## src/rtl/region_compositor_if.sv

```systemverilog
`default_nettype none
// ============================================================================
// Module   : region_compositor_if
// Brief    : Pixel, region-config and hit/collision signals of region_compositor.
// Revision : 1.0 - initial release
// ============================================================================
interface region_compositor_if #(
   parameter int N_REGIONS = 4,
   parameter int CW        = 10,
   parameter int IW        = $clog2(N_REGIONS)
);
   logic [CW-1:0]        h_count;
   logic [CW-1:0]        v_count;
   logic                 pix_valid;
   logic                 frame_start;
   logic                 cfg_we;
   logic [IW-1:0]        cfg_idx;
   logic                 cfg_en;
   logic [CW-1:0]        cfg_h_lower;
   logic [CW-1:0]        cfg_h_upper;
   logic [CW-1:0]        cfg_v_lower;
   logic [CW-1:0]        cfg_v_upper;
   logic                 out_valid;
   logic                 hit;
   logic [IW-1:0]        hit_idx;
   logic [N_REGIONS-1:0] hit_mask;
   logic [N_REGIONS-1:0] coll_mask;
   logic                 coll_valid;

   modport master (
      output h_count, v_count, pix_valid, frame_start,
      output cfg_we, cfg_idx, cfg_en, cfg_h_lower, cfg_h_upper, cfg_v_lower, cfg_v_upper,
      input  out_valid, hit, hit_idx, hit_mask, coll_mask, coll_valid
   );

   modport slave (
      input  h_count, v_count, pix_valid, frame_start,
      input  cfg_we, cfg_idx, cfg_en, cfg_h_lower, cfg_h_upper, cfg_v_lower, cfg_v_upper,
      output out_valid, hit, hit_idx, hit_mask, coll_mask, coll_valid
   );
endinterface
`default_nettype wire

```

## src/rtl/region_compositor.sv

```systemverilog
`default_nettype none
// ============================================================================
// Module   : region_compositor
// Brief    : Tests each pixel against N double-buffered rectangles; registered
//            priority hit, hit mask and per-frame overlap flags.
// Revision : 1.0 - initial release
// ============================================================================
module region_compositor #(
   parameter int N_REGIONS = 4,
   parameter int CW        = 10,
   parameter int IW        = $clog2(N_REGIONS)
) (
   input  wire logic          clk,
   input  wire logic          rst_n,
   region_compositor_if.slave bus
);

   logic [N_REGIONS-1:0] w_match;
   logic                 w_cfg_ok;
   logic                 w_multi;
   logic [IW-1:0]        w_low_idx;

   logic [N_REGIONS-1:0] r_s1_mask;
   logic                 r_s1_valid;
   logic [N_REGIONS-1:0] r_hit_mask;
   logic                 r_hit;
   logic [IW-1:0]        r_hit_idx;
   logic                 r_out_valid;
   logic [N_REGIONS-1:0] r_coll_acc;
   logic [N_REGIONS-1:0] r_coll_mask;
   logic                 r_coll_valid;

   // Widened compare so out-of-range indices are rejected even when IW is wide.
   assign w_cfg_ok = bus.cfg_we && (32'(bus.cfg_idx) < N_REGIONS);

   for (genvar gi = 0; gi < N_REGIONS; gi++) begin : g_region
      logic          r_sh_en, r_act_en;
      logic [CW-1:0] r_sh_hl, r_sh_hu, r_sh_vl, r_sh_vu;
      logic [CW-1:0] r_act_hl, r_act_hu, r_act_vl, r_act_vu;

      // Swap reads the pre-write shadow, so a coincident write waits a frame.
      always_ff @(posedge clk) begin
         if (!rst_n) begin
            r_sh_en  <= 1'b0;
            r_sh_hl  <= '0;
            r_sh_hu  <= '0;
            r_sh_vl  <= '0;
            r_sh_vu  <= '0;
            r_act_en <= 1'b0;
            r_act_hl <= '0;
            r_act_hu <= '0;
            r_act_vl <= '0;
            r_act_vu <= '0;
         end else begin
            if (bus.frame_start) begin
               r_act_en <= r_sh_en;
               r_act_hl <= r_sh_hl;
               r_act_hu <= r_sh_hu;
               r_act_vl <= r_sh_vl;
               r_act_vu <= r_sh_vu;
            end
            if (w_cfg_ok && (32'(bus.cfg_idx) == gi)) begin
               r_sh_en <= bus.cfg_en;
               r_sh_hl <= bus.cfg_h_lower;
               r_sh_hu <= bus.cfg_h_upper;
               r_sh_vl <= bus.cfg_v_lower;
               r_sh_vu <= bus.cfg_v_upper;
            end
         end
      end

      assign w_match[gi] = r_act_en & bus.pix_valid
                         & (bus.h_count >= r_act_hl) & (bus.h_count < r_act_hu)
                         & (bus.v_count >= r_act_vl) & (bus.v_count < r_act_vu);
   end

   // Two or more bits set iff clearing the lowest set bit leaves something.
   assign w_multi = |(r_s1_mask & (r_s1_mask - N_REGIONS'(1)));

   always_comb begin
      w_low_idx = '0;
      for (int i = N_REGIONS - 1; i >= 0; i--) begin
         if (r_s1_mask[i]) begin
            w_low_idx = IW'(i);
         end
      end
   end

   always_ff @(posedge clk) begin
      if (!rst_n) begin
         r_s1_mask    <= '0;
         r_s1_valid   <= 1'b0;
         r_hit_mask   <= '0;
         r_hit        <= 1'b0;
         r_hit_idx    <= '0;
         r_out_valid  <= 1'b0;
         r_coll_acc   <= '0;
         r_coll_mask  <= '0;
         r_coll_valid <= 1'b0;
      end else begin
         r_s1_mask   <= w_match;
         r_s1_valid  <= bus.pix_valid;
         r_hit_mask  <= r_s1_mask;
         r_hit       <= |r_s1_mask;
         r_hit_idx   <= w_low_idx;
         r_out_valid <= r_s1_valid;
         if (bus.frame_start) begin
            r_coll_mask  <= r_coll_acc | (w_multi ? r_s1_mask : '0);
            r_coll_acc   <= '0;
            r_coll_valid <= 1'b1;
         end else begin
            r_coll_valid <= 1'b0;
            if (w_multi) begin
               r_coll_acc <= r_coll_acc | r_s1_mask;
            end
         end
      end
   end

   assign bus.out_valid  = r_out_valid;
   assign bus.hit        = r_hit;
   assign bus.hit_idx    = r_hit_idx;
   assign bus.hit_mask   = r_hit_mask;
   assign bus.coll_mask  = r_coll_mask;
   assign bus.coll_valid = r_coll_valid;

endmodule
`default_nettype wire

```

## src/flat_wrapper.sv

```systemverilog
// flat-port wrapper written by rule: the top's interface ports become plain ports
module region_compositor_flat 
#(
   parameter int N_REGIONS = 4,
   parameter int CW        = 10,
   parameter int IW        = $clog2(N_REGIONS)
)
  (clk, rst_n, bus_h_count, bus_v_count, bus_pix_valid, bus_frame_start, bus_cfg_we, bus_cfg_idx, bus_cfg_en, bus_cfg_h_lower, bus_cfg_h_upper, bus_cfg_v_lower, bus_cfg_v_upper, bus_out_valid, bus_hit, bus_hit_idx, bus_hit_mask, bus_coll_mask, bus_coll_valid);
  region_compositor_if #(.N_REGIONS(N_REGIONS), .CW(CW), .IW(IW)) bus_i ();
  input  wire logic clk;
  input  wire logic rst_n;
  input wire logic [$bits(bus_i.h_count)-1:0] bus_h_count;
  input wire logic [$bits(bus_i.v_count)-1:0] bus_v_count;
  input wire logic [$bits(bus_i.pix_valid)-1:0] bus_pix_valid;
  input wire logic [$bits(bus_i.frame_start)-1:0] bus_frame_start;
  input wire logic [$bits(bus_i.cfg_we)-1:0] bus_cfg_we;
  input wire logic [$bits(bus_i.cfg_idx)-1:0] bus_cfg_idx;
  input wire logic [$bits(bus_i.cfg_en)-1:0] bus_cfg_en;
  input wire logic [$bits(bus_i.cfg_h_lower)-1:0] bus_cfg_h_lower;
  input wire logic [$bits(bus_i.cfg_h_upper)-1:0] bus_cfg_h_upper;
  input wire logic [$bits(bus_i.cfg_v_lower)-1:0] bus_cfg_v_lower;
  input wire logic [$bits(bus_i.cfg_v_upper)-1:0] bus_cfg_v_upper;
  output wire logic [$bits(bus_i.out_valid)-1:0] bus_out_valid;
  output wire logic [$bits(bus_i.hit)-1:0] bus_hit;
  output wire logic [$bits(bus_i.hit_idx)-1:0] bus_hit_idx;
  output wire logic [$bits(bus_i.hit_mask)-1:0] bus_hit_mask;
  output wire logic [$bits(bus_i.coll_mask)-1:0] bus_coll_mask;
  output wire logic [$bits(bus_i.coll_valid)-1:0] bus_coll_valid;
  assign bus_i.h_count = bus_h_count;
  assign bus_i.v_count = bus_v_count;
  assign bus_i.pix_valid = bus_pix_valid;
  assign bus_i.frame_start = bus_frame_start;
  assign bus_i.cfg_we = bus_cfg_we;
  assign bus_i.cfg_idx = bus_cfg_idx;
  assign bus_i.cfg_en = bus_cfg_en;
  assign bus_i.cfg_h_lower = bus_cfg_h_lower;
  assign bus_i.cfg_h_upper = bus_cfg_h_upper;
  assign bus_i.cfg_v_lower = bus_cfg_v_lower;
  assign bus_i.cfg_v_upper = bus_cfg_v_upper;
  assign bus_out_valid = bus_i.out_valid;
  assign bus_hit = bus_i.hit;
  assign bus_hit_idx = bus_i.hit_idx;
  assign bus_hit_mask = bus_i.hit_mask;
  assign bus_coll_mask = bus_i.coll_mask;
  assign bus_coll_valid = bus_i.coll_valid;
  region_compositor #(.N_REGIONS(N_REGIONS), .CW(CW), .IW(IW)) u_core (.clk(clk), .rst_n(rst_n), .bus(bus_i));
endmodule
```

## config.mk

```make
export PLATFORM = sky130hd
export DESIGN_NAME = region_compositor_flat
export DESIGN_NICKNAME = d
export VERILOG_FILES = /design/src/rtl/region_compositor_if.sv /design/src/rtl/region_compositor.sv /design/src/flat_wrapper.sv
export SDC_FILE = /design/constraint.sdc
export NUM_CORES = 1
export LEC_CHECK = 0
export CAP_MARGIN = 25
export CORE_ASPECT_RATIO = 1.4
export CORE_MARGIN = 10
export CORE_UTILIZATION = 54
export DETAILED_ROUTE_END_ITERATION = 8
export PLACE_DENSITY = 0.85
export SYNTH_ARGS = -nofsm -noshare
export SYNTH_HDL_FRONTEND = slang
export SYNTH_SLANG_ARGS = --single-unit
export TNS_END_PERCENT = 50
```

## constraint.sdc

```tcl
create_clock -name clk -period 1.9 [get_ports clk]
set_input_delay 0.38 -clock clk [delete_from_list [all_inputs] [get_ports clk]]
set_output_delay 0.38 -clock clk [all_outputs]
set_load 0.1 [all_outputs]
```

==> flow_summary.toml <==
[power]
switching_share_pct = 23.9
cellInternalPower_w = 0.0126
vdd_drop_max_mv = 0.608
p_leak_nw = 7.73
power.density_nw_per_um2 = 845
pwr-share-comb_pct = 10.5
clock_power_share_pct = 43.7
p_seq_share_pct = 45.8
switchingPower_w = 0.00397

[placement]
dp_slack_ns = -0.647
port_buffers = 80
post-place-cells = 2283
post-dp-hpwl_mm = 30.1
place.gp.congestion = 0.949

[floorplan]
fp.dieW_um = 168
fp.dieArea_um2 = 38000
core_area_um2 = 30000
die_height_um = 227
start_util_pct = 54.9
fp-row-count = 75
ioPinCount = 81

[critical_path]
cp.required_ns = 2.35
r2r_end = "u_core.r_s1_mask[3]$_SDFF_PN0_"
path_buf_inv = 3
crit_chain = "clkdlybuf4s50_1 > buf_4 > buf_4 > ha_1 > o21ai_1 > a21oi_1 > or4_1 > a211oi_2"
worstSetupEndpointType = "flip-flop"
cp_top_family = "buffers and inverters"
cp_common_cell = "buf_4"
crit_arrival_ns = 2.37
critical_path_class = "in -> reg"
rr_worst_depth = 7
cp_max_fo = 6
timing.rr.start = "u_core.g_region[3].r_act_vu[3]$_SDFFE_PN0P_"
crit_slowest_cell = "or4_1"
cp_slowest_stage_delay_ns = 0.53
ff2ff_setup_slack_ns = -0.02
cp-start-kind = "primary input"

[layout]
fin_cells = 2346
drive_gt1_share_pct = 10.4
num_antenna_cells = 0
area.growth.synth_to_final_pct = 19.3
nFillCells = 2287
fin_nets = 2155

[status]
status = "finished with violations"
violations = "negative setup slack"

[grt]
grt_pass1_vias = 13048
grt_max_degree = 167
grt_pass1_wl_mm = 67.7
antenna_found_initial = 1
track_usage_pct = 21.9
grt_overflow_total = 0

[yosys]
yosys_warnings = 0
synth_seq_cells = 350
syn_nets = 2054
yosysUniqueCellTypes = 42
avgSynthCellArea_um2 = 8.98
synth_seq_area_share_pct = 42.5
netlist_area_um2 = 16500
synth_cells = 1834

[timing]
skew_ns = 0.0133
worst_slew_margin_rel_pct = 57.2
grt_setup_unrepaired = "true"
finalHoldViolCount = 0
final.setup.worst_slack_ns = -0.0274
max_freq_mhz = 519
slew_viol_final = 0
min_period_over_period_pct = 101
fin_hold_ws_ns = 0.147
fin_crit_ns = 1.93
finalSetupViolCount = 1
tightest_slew_ns = 0.642

[routing]
vias = 12903
drc = 0
wirelength_mm = 43.0
ant_nets = 0
vias_per_cell = 5.50
wire_per_inst_um = 18.3
drtIter0Drc = 756
drt_pass1_iterations = 5

[hold_path]
worst_hold_path.endpoint = "u_core.bus.hit_mask[1]$_SDFF_PN0_"
worstHoldPathCells = 2
min_path_type = "in -> reg"
hp-start = "rst_n"

[clock_tree]
cts.sinks = 350
cts_tree = "done"
clk_root_buffer_cell = "clkbuf_16"
clk_path_buf_depth = 3
path_clk_slew_ns = 0.07
cts_buffers = 34
htree_levels = 2
cts_hold_buf = 0
clock_latency_ns = 0.53

[job]
maxCapViolCount = 0
==> power by group through the flow <==
| stage | logic [W] | registers [W] | clock network [W] |
|---|---|---|---|
| after floorplan | 0.000913 | 0.00778 | 0 |
| after global placement | 0.00161 | 0.00776 | 0 |
| after detailed placement | 0.00167 | 0.00777 | 0 |
| after CTS | 0.00168 | 0.00760 | 0.00736 |
| after global routing | 0.00189 | 0.00762 | 0.00765 |
| final | 0.00174 | 0.00761 | 0.00727 |
==> area by class of cell <==
cell class | count | area [um^2] | area share (%)
multi-input cells | 1239 | 8680 | 44.2
flip-flops and latches | 350 | 7020 | 35.7
repair buffers | 159 | 1680 | 8.56
clock buffers | 47 | 1020 | 5.19
inverters | 151 | 567 | 2.88
well taps | 385 | 482 | 2.45
clock inverters | 15 | 205 | 1.04
==> logic make-up after synthesis <==
logic type | share of synthesized area [%]
mux | 9.97
compound gates | 12.2
fa+ha+maj | 11.5
buf+inv | 5.73
flops | 42.5
simple gates | 18.0
==> through the flow <==
stage               utilization [%]  cell area [um^2]  total power (W)  setup TNS (ns)
floorplan                         -             16500          0.00870               0
global placement               60.8             18300          0.00937           -2.23
detailed placement             60.8             18300          0.00944           -3.44
CTS                            64.9             19500           0.0166               0
global route                   65.4             19700           0.0172          -0.149
finish                         65.4             19700           0.0166         -0.0274
==> worst max-delay path by stage <==
stage                                                            from                             end  slack [ns]  cells after the start
after floorplan                                        bus_v_count[6]  u_core.r_s1_mask[2]$_SDFF_PN0_        0.14                      6
after CTS                                              bus_h_count[8]  u_core.r_s1_mask[3]$_SDFF_PN0_       0.009                      6
after global placement                                 bus_v_count[1]  u_core.r_s1_mask[0]$_SDFF_PN0_       -0.62                      7
final                                                  bus_h_count[2]  u_core.r_s1_mask[3]$_SDFF_PN0_       -0.03                      8
after detailed placement                               bus_v_count[1]  u_core.r_s1_mask[0]$_SDFF_PN0_       -0.65                      9
after global routing      u_core.g_region[1].r_act_hu[7]$_SDFFE_PN0P_  u_core.r_s1_mask[1]$_SDFF_PN0_       -0.07                      9
==> layout by cell type, fill, tap and decap left out, types with 11 or more instances in the layout <==
master           instances
buf_12                  23
inv_1                  146
a21boi_0               138
nand2_1                368
dlymetal6s2s_1          11
buf_4                   68
mux2i_1                164
dfxtp_1                343
clkbuf_16               34
clkbuf_8                12
clkdlybuf4s50_1         51
a21boi_1                29
nand3_1                 18
o21ai_0                 18
a21oi_1                 55
nor2b_1                175
ha_1                   147
nor2_1                  21
==> cell usage after synthesis, drive strengths merged <==
cell / count / share of area (%)
o2111ai: 1 / 0.053
ha: 152 / 12
dfxtp: 350 / 43
buf: 17 / 0.53
nand4: 3 / 0.11
a2111oi: 1 / 0.053
o41a: 1 / 0.068
o21ai: 29 / 0.88
nor3b: 3 / 0.14
inv: 151 / 3.4
a31oi: 1 / 0.038
o211a: 4 / 0.24
a21o: 6 / 0.27
o211ai: 3 / 0.14
nor4b: 2 / 0.11
or3b: 1 / 0.053
nand3: 19 / 0.58
or4: 6 / 0.27
nand2: 369 / 8.5
a221oi: 3 / 0.24
a211oi: 10 / 0.55
o41ai: 1 / 0.053
clkbuf: 77 / 1.8
and4: 2 / 0.12
mux2i: 164 / 10
a21oi: 60 / 1.8
a21boi: 169 / 7.7
o22ai: 2 / 0.076
nor2: 23 / 0.52
and3: 2 / 0.076
nor2b: 175 / 6.6
or2: 2 / 0.076
and2: 6 / 0.23
nand2b: 4 / 0.15
nor3: 10 / 0.30
or3: 5 / 0.19
==> sequential cells by signal, indices dropped and copies added, names as in the netlist, 2 cells and up <==
name	flops
u_core.g_region.r_sh_hu	40
u_core.g_region.r_sh_en	4
u_core.bus.hit_mask	4
u_core.g_region.r_act_hu	40
u_core.g_region.r_sh_vl	40
u_core.g_region.r_sh_hl	40
u_core.bus.coll_mask	4
u_core.g_region.r_act_vl	40
u_core.g_region.r_sh_vu	40
u_core.g_region.r_act_vu	40
u_core.r_s1_mask	4
u_core.g_region.r_act_en	4
u_core.bus.hit_idx	2
u_core.r_coll_acc	4
u_core.g_region.r_act_hl	40
==> per-layer routing <==
metal	up-vias	GRT usage, %	wire (um)
li1	6233	-	-
met1	6178	24.1	16900
met2	363	39.7	21800
met3	127	3.02	1920
met4	2	11.7	2380
met5	-	0	9
==> timing repair <==
item | CTS | global route
setup endpoints to repair | 4 | 4
buffers inserted | 0 | 1
pin swaps | 0 | 20
gates resized for setup | 6 | 55
(Power assumes the default switching activity.)
